==> src/rtl/oam_dma_sched.sv <==
// oam_dma_sched: OAM DMA sequencer. An FF46 write copies OAM_LEN bytes from page {FF46,8'h00} into OAM,
// and flags CPU and PPU bus contention while the copy runs.
module oam_dma_sched #(
    parameter int OAM_LEN       = 160,
    parameter int CLKS_PER_BYTE = 4,
    parameter int START_DELAY   = 4
) (
    input  logic        clk,
    input  logic        rst,
    input  logic [15:0] ADDR,
    input  logic        WR,
    input  logic [7:0]  MMIO_DATA_out,
    output logic [7:0]  MMIO_DATA_in,
    output logic        DMA_RD,
    output logic [15:0] DMA_ADDR,
    input  logic [7:0]  DMA_DATA_in,
    output logic        OAM_WR,
    output logic [7:0]  OAM_ADDR,
    output logic [7:0]  OAM_DATA,
    output logic        DMA_ACTIVE,
    output logic        CPU_BLOCK,
    output logic        PPU_OAM_BLOCK
);
    typedef enum logic [1:0] {IDLE, DELAY, XFER} state_t;
    state_t     state_q, state_d;
    logic [7:0] src_q, src_d, idx_q, idx_d, k_q, k_d, dcnt_q, dcnt_d, data_q, data_d;
    logic [7:0] page;
    logic       ff46_wr, last_slot, xfer;
    assign ff46_wr   = WR && ADDR == 16'hFF46;
    assign xfer      = state_q == XFER;
    assign last_slot = k_q == 8'(CLKS_PER_BYTE - 1);
    // Echo pages E0-FF fold onto C0-DF.
    assign page          = src_q < 8'hE0 ? src_q : src_q - 8'h20;
    assign MMIO_DATA_in  = ADDR == 16'hFF46 ? src_q : 8'hFF;
    assign DMA_RD        = xfer && k_q == 8'd0;
    assign DMA_ADDR      = {page, idx_q};
    assign OAM_WR        = xfer && last_slot;
    assign OAM_ADDR      = idx_q;
    assign OAM_DATA      = data_q;
    assign DMA_ACTIVE    = state_q != IDLE;
    assign PPU_OAM_BLOCK = xfer;
    assign CPU_BLOCK     = xfer && !(ADDR >= 16'hFF80 && ADDR <= 16'hFFFE);
    always_comb begin
        state_d = state_q;
        src_d   = ff46_wr ? MMIO_DATA_out : src_q;
        idx_d   = idx_q;
        k_d     = k_q;
        dcnt_d  = dcnt_q;
        data_d  = (xfer && k_q == 8'd1) ? DMA_DATA_in : data_q;
        if (ff46_wr) begin
            state_d = DELAY;
            dcnt_d  = 8'(START_DELAY - 1);
            idx_d   = 8'd0;
            k_d     = 8'd0;
        end else if (state_q == DELAY) begin
            dcnt_d = dcnt_q - 8'd1;
            if (dcnt_q == 8'd0) begin
                state_d = XFER;
                idx_d   = 8'd0;
                k_d     = 8'd0;
            end
        end else if (xfer) begin
            k_d = last_slot ? 8'd0 : k_q + 8'd1;
            if (last_slot) begin
                idx_d = idx_q + 8'd1;
                if (idx_q == 8'(OAM_LEN - 1)) begin
                    state_d = IDLE;
                    idx_d   = 8'd0;
                end
            end
        end
    end
    always_ff @(posedge clk or negedge rst) begin
        if (!rst) begin
            state_q <= IDLE;
            src_q   <= 8'd0;
            idx_q   <= 8'd0;
            k_q     <= 8'd0;
            dcnt_q  <= 8'd0;
            data_q  <= 8'd0;
        end else begin
            state_q <= state_d;
            src_q   <= src_d;
            idx_q   <= idx_d;
            k_q     <= k_d;
            dcnt_q  <= dcnt_d;
            data_q  <= data_d;
        end
    end
endmodule

==> config.mk <==
export PLATFORM = sky130hd
export DESIGN_NAME = oam_dma_sched
export DESIGN_NICKNAME = d
export VERILOG_FILES = /design/src/rtl/oam_dma_sched.sv
export SDC_FILE = /design/constraint.sdc
export NUM_CORES = 1
export LEC_CHECK = 0
export ABC_AREA = 1
export CORE_MARGIN = 1
export CORE_UTILIZATION = 60
export DETAILED_ROUTE_END_ITERATION = 10
export DONT_BUFFER_PORTS = 1
export MAX_ROUTING_LAYER = met4
export PLACE_DENSITY = 0.73
export SYNTH_ARGS = -nofsm -noshare
export SYNTH_HDL_FRONTEND = slang
export SYNTH_SLANG_ARGS = --single-unit
export TNS_END_PERCENT = 1
==> constraint.sdc <==
create_clock -name clk -period 1.7 [get_ports clk]
set_input_delay 0.255 -clock clk [delete_from_list [all_inputs] [get_ports clk]]
set_output_delay 0.255 -clock clk [all_outputs]
set_load 0.05 [all_outputs]
==> results.json, run 1 <==
{
  "status": "finished with violations",
  "failed_checks": "negative setup slack",
  "clk_latency_ns": 0.30,
  "synthCells": 341,
  "tns_ns": -0.07847,
  "placeableCoreArea_um2": 4058,
  "cts_tree": "yes",
  "grt_overflow_total": 0,
  "hold_path.class": "primary input to register",
  "num-fill-cells": 322,
  "die_h_um": 67.66,
  "routed_via_density": 5.063,
  "async_reset_ff_share_pct": 100.0,
  "drtIter0Drc": 142,
  "critical_path_buf_inv_count": 2,
  "min_period_over_period_pct": 102.5,
  "grt_usage_pct": 24.68,
  "ant_nets": 0,
  "p_leak_nw": 1.633,
  "critPathTopFamily": "flip-flops",
  "vias": 2086,
  "nets": 403,
  "drive_gt1_share_pct": 22.93,
  "ys_seq_area_share_pct": 40.64,
  "cts.clk_slew.worst_paths_ns": 0.08,
  "synth.most_common_cell": "nand2_1",
  "required_ns": 1.44,
  "die_w_um": 67.66,
  "internal_power_mw": 1.303,
  "drv_cap": 0,
  "yosysWarnings": 0,
  "p_switching_mw": 0.3890,
  "setup-violations-final": 3,
  "diodes": 0,
  "h-tree-depth": 2,
  "clock-root-buffer": "clkbuf_8",
  "synth_area_leaders": "dfrtp_1 41%, nand2_1 14%, inv_1 7.5%",
  "slowest_delay_ns": 0.43,
  "end_kind": "primary output",
  "grt_pass1_vias": 1904,
  "placed_area_um2": 2713,
  "syn-mean-instance-area_um2": 7.584,
  "cts_sinks": 42,
  "dp_hpwl_um": 3748,
  "final_util_pct": 72.22,
  "synth_commonest_cells": "98 x nand2_1, 52 x inv_1, 42 x dfrtp_1",
  "skew_ns": 0.01051,
  "cp_cell_sequence": "inv_2 -> ha_4 -> nand3_1 -> nand2_2 -> clkinvlp_4",
  "syn_to_final_growth_pct": 13.30,
  "synth_top_area_share_pct": 40.64,
  "layout_setup_ws_ns": -0.04286,
  "drcViolationCount": 0,
  "final_hold_viol_count": 0,
  "power_frac_comb_pct": 2.8,
  "worst_pin_slew_ns": 0.5034,
  "synth_cell_types": 31,
  "finalWeightedCongestion": 0.8298,
  "synth_flop_cell": "dfrtp_1",
  "worst_path_max_delay_cell": "dfrtp_1",
  "power_frac_clock_pct": 38.1,
  "peakVddDrop_uv": 409.9,
  "critPathMaxFanout": 4,
  "fmax_mhz": 573.8,
  "ys_seq_elements": 42,
  "postRouteWirelength_um": 5197,
  "switching_share_pct": 22.99,
  "dr.pass1.iters": 4,
  "yosys.area.top_type": "dfrtp_1",
  "postLayoutCellArea_um2": 2930,
  "relSlewSlack_pct": 66.44,
  "slew_violations": 0,
  "grt_pass1_wl_um": 8114,
  "rsz0062_at_grt": "yes",
  "grt_max_degree": 43,
  "seq_area_um2": 1054,
  "crit_arrival_ns": 1.49,
  "power_density_nw_per_um2": 577.3,
  "crit_path_start_kind": "register",
  "initial_core_util_pct": 63.74,
  "syn-num-nets": 383,
  "io_pins": 80,
  "seq_power_share_pct": 59.1,
  "power.total_mw": 1.692,
  "clockBufferDepth": 2,
  "wl_per_cell_um": 12.61,
  "period_needed_ns": 1.743,
  "antenna_found_initial": 0,
  "synth_edf_count": 0,
  "die_area_um2": 4577,
  "multi_input_area_um2": 1226,
  "num_rows": 23,
  "synth_area_um2": 2586,
  "io_buffers": 0,
  "cts_buffers": 5,
  "critPathKind": "register to primary output"
}
final timing paths:
check                                      startpoint                      end  slack [ns]  depth (start not counted)
worst max-delay path             src_q[6]$_DFFE_PN0P_             DMA_ADDR[14]       -0.04                          5
worst min-delay path                 MMIO_DATA_out[7]     src_q[7]$_DFFE_PN0P_        0.06                          2
worst max register to register  dcnt_q[0]$_DFFE_PN0P_  OAM_ADDR[6]$_DFFE_PN0P_        0.15                         10
worst min register to register  dcnt_q[0]$_DFFE_PN0P_    dcnt_q[0]$_DFFE_PN0P_        0.52                          1
max in group asynchronous                         rst  OAM_ADDR[1]$_DFFE_PN0P_        1.07                          2
min in group asynchronous                         rst    dcnt_q[3]$_DFFE_PN0P_        0.42                          2
routing by layer:
metal  track usage (%)  vias to the layer above  wire length [um]  share of wire (%)
met4             5.585                        0                53                1.0
li1                  -                     1077                 -                  -
met5                 -                        -                 0                  0
met2             42.45                       45              2592                 50
met3             7.095                        6               289                5.6
met1             28.13                      958              2261                 44
state kept, by name (all words and copies together), names as in the netlist:
| register | cells |
|---|---|
| OAM_ADDR | 8 |
| OAM_DATA | 8 |
| dcnt_q | 8 |
| k_q | 8 |
| src_q | 8 |
| state_q | 2 |
what timing repair did:
| action | 4_1_cts | 5_1_grt |
|---|---|---|
| gates resized for setup | 3 | 11 |
| hold endpoints to repair | 42 | 0 |
| buffers inserted | 5 | 1 |
| pin swaps | 3 | 4 |
| setup endpoints to repair | 4 | 13 |
| hold buffers | 2 | 0 |
power by group through the flow:
stage                     registers [mW]  logic, mW  clock network, mW
after floorplan                     1.02     0.0189                  0
after global placement              1.02     0.0204                  0
after detailed placement            1.02     0.0211                  0
after CTS                          0.999     0.0490              0.656
after global routing               0.999     0.0566              0.695
final                              0.999     0.0476              0.645
cell families (layout without fill, tap and decap cells):
logic type | count (synthesis) | count (layout) | synth area share, %
adders and majority gates | 7 | 7 | 3.386
buffers and inverters | 75 | 96 | 13.55
DFF | 42 | 42 | 40.64
xor gates and xnor gates | 7 | 7 | 2.371
AOI/OAI and AO/OA | 28 | 28 | 7.015
and+or+nand+nor | 182 | 182 | 33.04
worst reg2reg max path, cell delays in order, from the launching register on:
cell	delay [ns]
dfrtp_1	0.38
inv_1	0.09
ha_1	0.21
nand3_2	0.07
nor2_2	0.04
nor2_2	0.18
nand2_8	0.14
nand2_8	0.17
inv_2	0.07
nand2_1	0.06
nand2_1	0.05
cell type report:
cell class | instances | area share [%]
Inverter | 57 | 7.430
Tap cell | 50 | 2.135
Timing Repair Buffer | 31 | 9.693
Clock buffer | 6 | 2.477
Multi-Input combinational cell | 224 | 41.84
Clock inverter | 2 | 0.4697
Sequential cell | 42 | 35.95
metrics by stage:
step	worst slack, ns	instances	hold WS [ns]
6_report	-0.04286	412	0.06461
5_1_grt	-0.1109	412	0.06216
4_1_cts	-0.05816	411	0.06299
3_5_place_dp	0.1171	396	-0.03962
3_3_place_gp	0.1537	396	-0.03942
2_1_floorplan	-0.09294	341	-0.04059
placed cells by master, fill, tap and decap left out, drive strengths merged:
| master | netlist | layout |
|---|---|---|
| nand2 | 100 | 100 |
| inv | 57 | 56 |
| dfrtp | 42 | 42 |
| nor2 | 36 | 36 |
| buf | 17 | 30 |
| nand3 | 24 | 24 |
| o21ai | 21 | 21 |
| nor3 | 8 | 8 |
| ha | 7 | 7 |
| or2 | 6 | 6 |
| xor2 | 6 | 6 |
| nand4 | 6 | 6 |
| clkbuf | 1 | 6 |
| a21oi | 5 | 5 |
| clkinv | 0 | 2 |
| clkinvlp | 0 | 1 |
| nor4 | 1 | 1 |
| and3 | 1 | 1 |
| a22oi | 1 | 1 |
| a31oi | 1 | 1 |
| xnor2 | 1 | 1 |
| dlygate4sd3 | 0 | 1 |
(Power assumes the default switching activity.)
==> inputs of run 2 (changes only) <==
--- a/config.mk
+++ b/config.mk
@@ -5,8 +5,7 @@
 export SDC_FILE = /design/constraint.sdc
 export NUM_CORES = 1
 export LEC_CHECK = 0
-export ABC_AREA = 1
-export CORE_MARGIN = 1
+export CORE_MARGIN = 2
 export CORE_UTILIZATION = 60
 export DETAILED_ROUTE_END_ITERATION = 10
 export DONT_BUFFER_PORTS = 1
==> run 2 against run 1 <==
  * The run still ends with negative setup slack left
  * Sequential share of layout area shrank 0.058 points
  * Setup slack lost 0.11 ns
  * Area after synthesis shrank 10%
  * Global-route usage grew 2.4 points
  * Largest cell class unchanged
  * Combinational power grew 3%
  * First-iteration DRC count shrank 11%
  * Clock power grew 21%
  * Flip-flop and latch count is the same
  * Clock skew shrank 0.0072 ns
==> results.json, run 2 <==
{
  "yosys.area.top_type": "dfrtp_1",
  "synth.most_common_cell": "dfrtp_1",
  "cts.clk_slew.worst_paths_ns": 0.08,
  "synth_area_um2": 2322,
  "hold_end": "src_q[4]$_DFFE_PN0P_",
  "rsz0062_at_grt": "yes",
  "drtIter0Drc": 126,
  "synth_cell_types": 41,
  "synth_area_leaders": "dfrtp_1 45%, mux2_2 7.3%, nor2_1 4.8%",
  "internal_power_mw": 1.464,
  "diodes": 0,
  "worstReg2RegStart": "k_q[2]$_DFFE_PN0P_",
  "synth_flop_cell": "dfrtp_1",
  "r2r_end": "OAM_ADDR[7]$_DFFE_PN0P_",
  "critPathKind": "register to primary output",
  "reg2reg_depth": 6,
  "clk_latency_ns": 0.29,
  "min-delay-start": "MMIO_DATA_out[4]",
  "required_ns": 1.44,
  "finalWeightedCongestion": 0.8612,
  "rrSetupSlack_ns": -0.14,
  "yosysWarnings": 0,
  "layout_setup_ws_ns": -0.1521,
  "slew_violations": 0,
  "critical_path_buf_inv_count": 2,
  "wl_per_cell_um": 16.88,
  "num_rows": 22,
  "drv_cap": 0,
  "antenna_found_initial": 0,
  "nets": 318,
  "critPathMaxFanout": 5,
  "worst_pin_slew_ns": 0.5336,
  "slowest_delay_ns": 0.42,
  "fmax_mhz": 539.9,
  "peakVddDrop_uv": 381.5,
  "drive_gt1_share_pct": 37.91,
  "hold-path-cell-count": 1,
  "drcViolationCount": 0,
  "p_switching_mw": 0.4131,
  "routed_via_density": 5.889,
  "syn-mean-instance-area_um2": 10.01,
  "grt_overflow_total": 0,
  "die_h_um": 66.21,
  "power.total_mw": 1.877,
  "power_density_nw_per_um2": 640.4,
  "worst_path_max_delay_cell": "dfrtp_1",
  "p_leak_nw": 1.336,
  "die_w_um": 66.21,
  "hold_path.class": "primary input to register",
  "h-tree-depth": 2,
  "grt_max_degree": 43,
  "crit_path_start_kind": "register",
  "async_reset_ff_share_pct": 100.0,
  "ys_seq_elements": 42,
  "cts_sinks": 42,
  "status": "finished with violations",
  "period_needed_ns": 1.852,
  "failed_checks": "negative setup slack",
  "grt_pass1_wl_um": 8949,
  "skew_ns": 0.003298,
  "die_area_um2": 4384,
  "setup-violations-final": 14,
  "postRouteWirelength_um": 5486,
  "syn_to_final_growth_pct": 26.24,
  "dr.pass1.iters": 4,
  "cts_tree": "yes",
  "clock-root-buffer": "clkbuf_8",
  "grt_pass1_vias": 2053,
  "synthCells": 232,
  "io_pins": 80,
  "switching_share_pct": 22.01,
  "synth_commonest_cells": "42 x dfrtp_1, 30 x nor2_1, 15 x mux2_2",
  "ant_nets": 0,
  "end_kind": "primary output",
  "grt_usage_pct": 27.07,
  "clockBufferDepth": 2,
  "synth_edf_count": 0,
  "relSlewSlack_pct": 64.36,
  "ys_seq_area_share_pct": 45.26,
  "final_util_pct": 79.48,
  "mostFrequentLayoutCells": "47 x buf_4, 41 x dfrtp_1, 29 x nor2_1",
  "io_buffers": 0,
  "final_hold_viol_count": 0,
  "cp_cell_sequence": "nor4_4 -> nand4_1 -> clkinvlp_4 -> buf_12",
  "placed_area_um2": 2673,
  "postLayoutCellArea_um2": 2932,
  "cts_buffers": 5,
  "placeableCoreArea_um2": 3689,
  "vias": 1914,
  "critPathTopFamily": "simple AND/OR/NAND/NOR gates",
  "tns_ns": -0.6329,
  "power_frac_comb_pct": 2.6,
  "seq_power_share_pct": 55.9,
  "min_period_over_period_pct": 108.9,
  "initial_core_util_pct": 62.96,
  "power_frac_clock_pct": 41.5,
  "dp_hpwl_um": 3783,
  "mostFrequentLayoutCell": "buf_4",
  "syn-num-nets": 274,
  "holdWs_ns": 0.1062,
  "crit_arrival_ns": 1.60,
  "synth_top_area_share_pct": 45.26
}
==> run 2: worst max path at each step <==
stage	to	from	slack [ns]	cells past startpoint
after floorplan	OAM_ADDR[7]$_DFFE_PN0P_	state_q[0]$_DFFE_PN0P_	-0.13	7
after global placement	MMIO_DATA_in[4]	ADDR[4]	-0.06	4
after detailed placement	src_q[7]$_DFFE_PN0P_	ADDR[4]	-0.09	5
after CTS	OAM_WR	k_q[5]$_DFFE_PN0P_	-0.13	4
after global routing	OAM_ADDR[7]$_DFFE_PN0P_	k_q[2]$_DFFE_PN0P_	-0.27	6
final	OAM_WR	k_q[2]$_DFFE_PN0P_	-0.15	4
==> run 2: metrics by stage <==
step / cells / worst slack, ns
2_1_floorplan: 232 / -0.1304
3_3_place_gp: 315 / -0.06418
5_1_grt: 325 / -0.2724
4_1_cts: 325 / -0.1300
3_5_place_dp: 315 / -0.09003
6_report: 325 / -0.1521
==> run 2: cell type report <==
cell class / instances / area, um2
Multi-Input combinational cell: 162 / 1191
Clock inverter: 2 / 37.54
Sequential cell: 42 / 1052
Clock buffer: 6 / 72.57
Timing Repair Buffer: 55 / 476.7
Inverter: 10 / 41.29
Tap cell: 48 / 60.06
Fill cell: 240 / 757.0
==> run 2: layer usage <==
metal | global-route usage, % | vias up | wire, um
met5 | - | - | 0
met4 | 8.163 | 0 | 63
met3 | 6.133 | 10 | 347
met2 | 47.50 | 84 | 2933
met1 | 30.76 | 932 | 2141
li1 | - | 888 | -
==> run 2: cells by family (layout without fill, tap and decap cells) <==
| kind of cell | count (synthesis) | count (layout) | share of synthesized area, % |
|---|---|---|---|
| flip-flops | 42 | 42 | 45.26 |
| AO/OA/AOI/OAI | 31 | 31 | 7.544 |
| multiplexers | 17 | 17 | 8.351 |
| adder cells (fa/ha/maj) | 7 | 7 | 3.771 |
| AND/OR/NAND/NOR | 95 | 95 | 22.79 |
| XOR/XNOR | 12 | 12 | 4.526 |
| buffers and inverters | 28 | 73 | 7.759 |
==> run 2: what timing repair did <==
action / CTS / global route
resized for setup: 19 / 16
gates cloned: 0 / 0
hold buffers: 2 / 0
hold endpoints to repair: 42 / 0
pin swaps: 2 / 5
setup buffers: 0 / 0
endpoints found under the setup margin: 16 / 31
==> run 2: power groups by stage <==
| stage | logic, mW | clock network (mW) | registers [mW] |
|---|---|---|---|
| after floorplan | 0.0187 | 0 | 1.07 |
| after global placement | 0.0215 | 0 | 1.07 |
| after detailed placement | 0.0230 | 0 | 1.07 |
| after CTS | 0.0507 | 0.788 | 1.05 |
| after global routing | 0.0562 | 0.830 | 1.05 |
| final | 0.0492 | 0.778 | 1.05 |
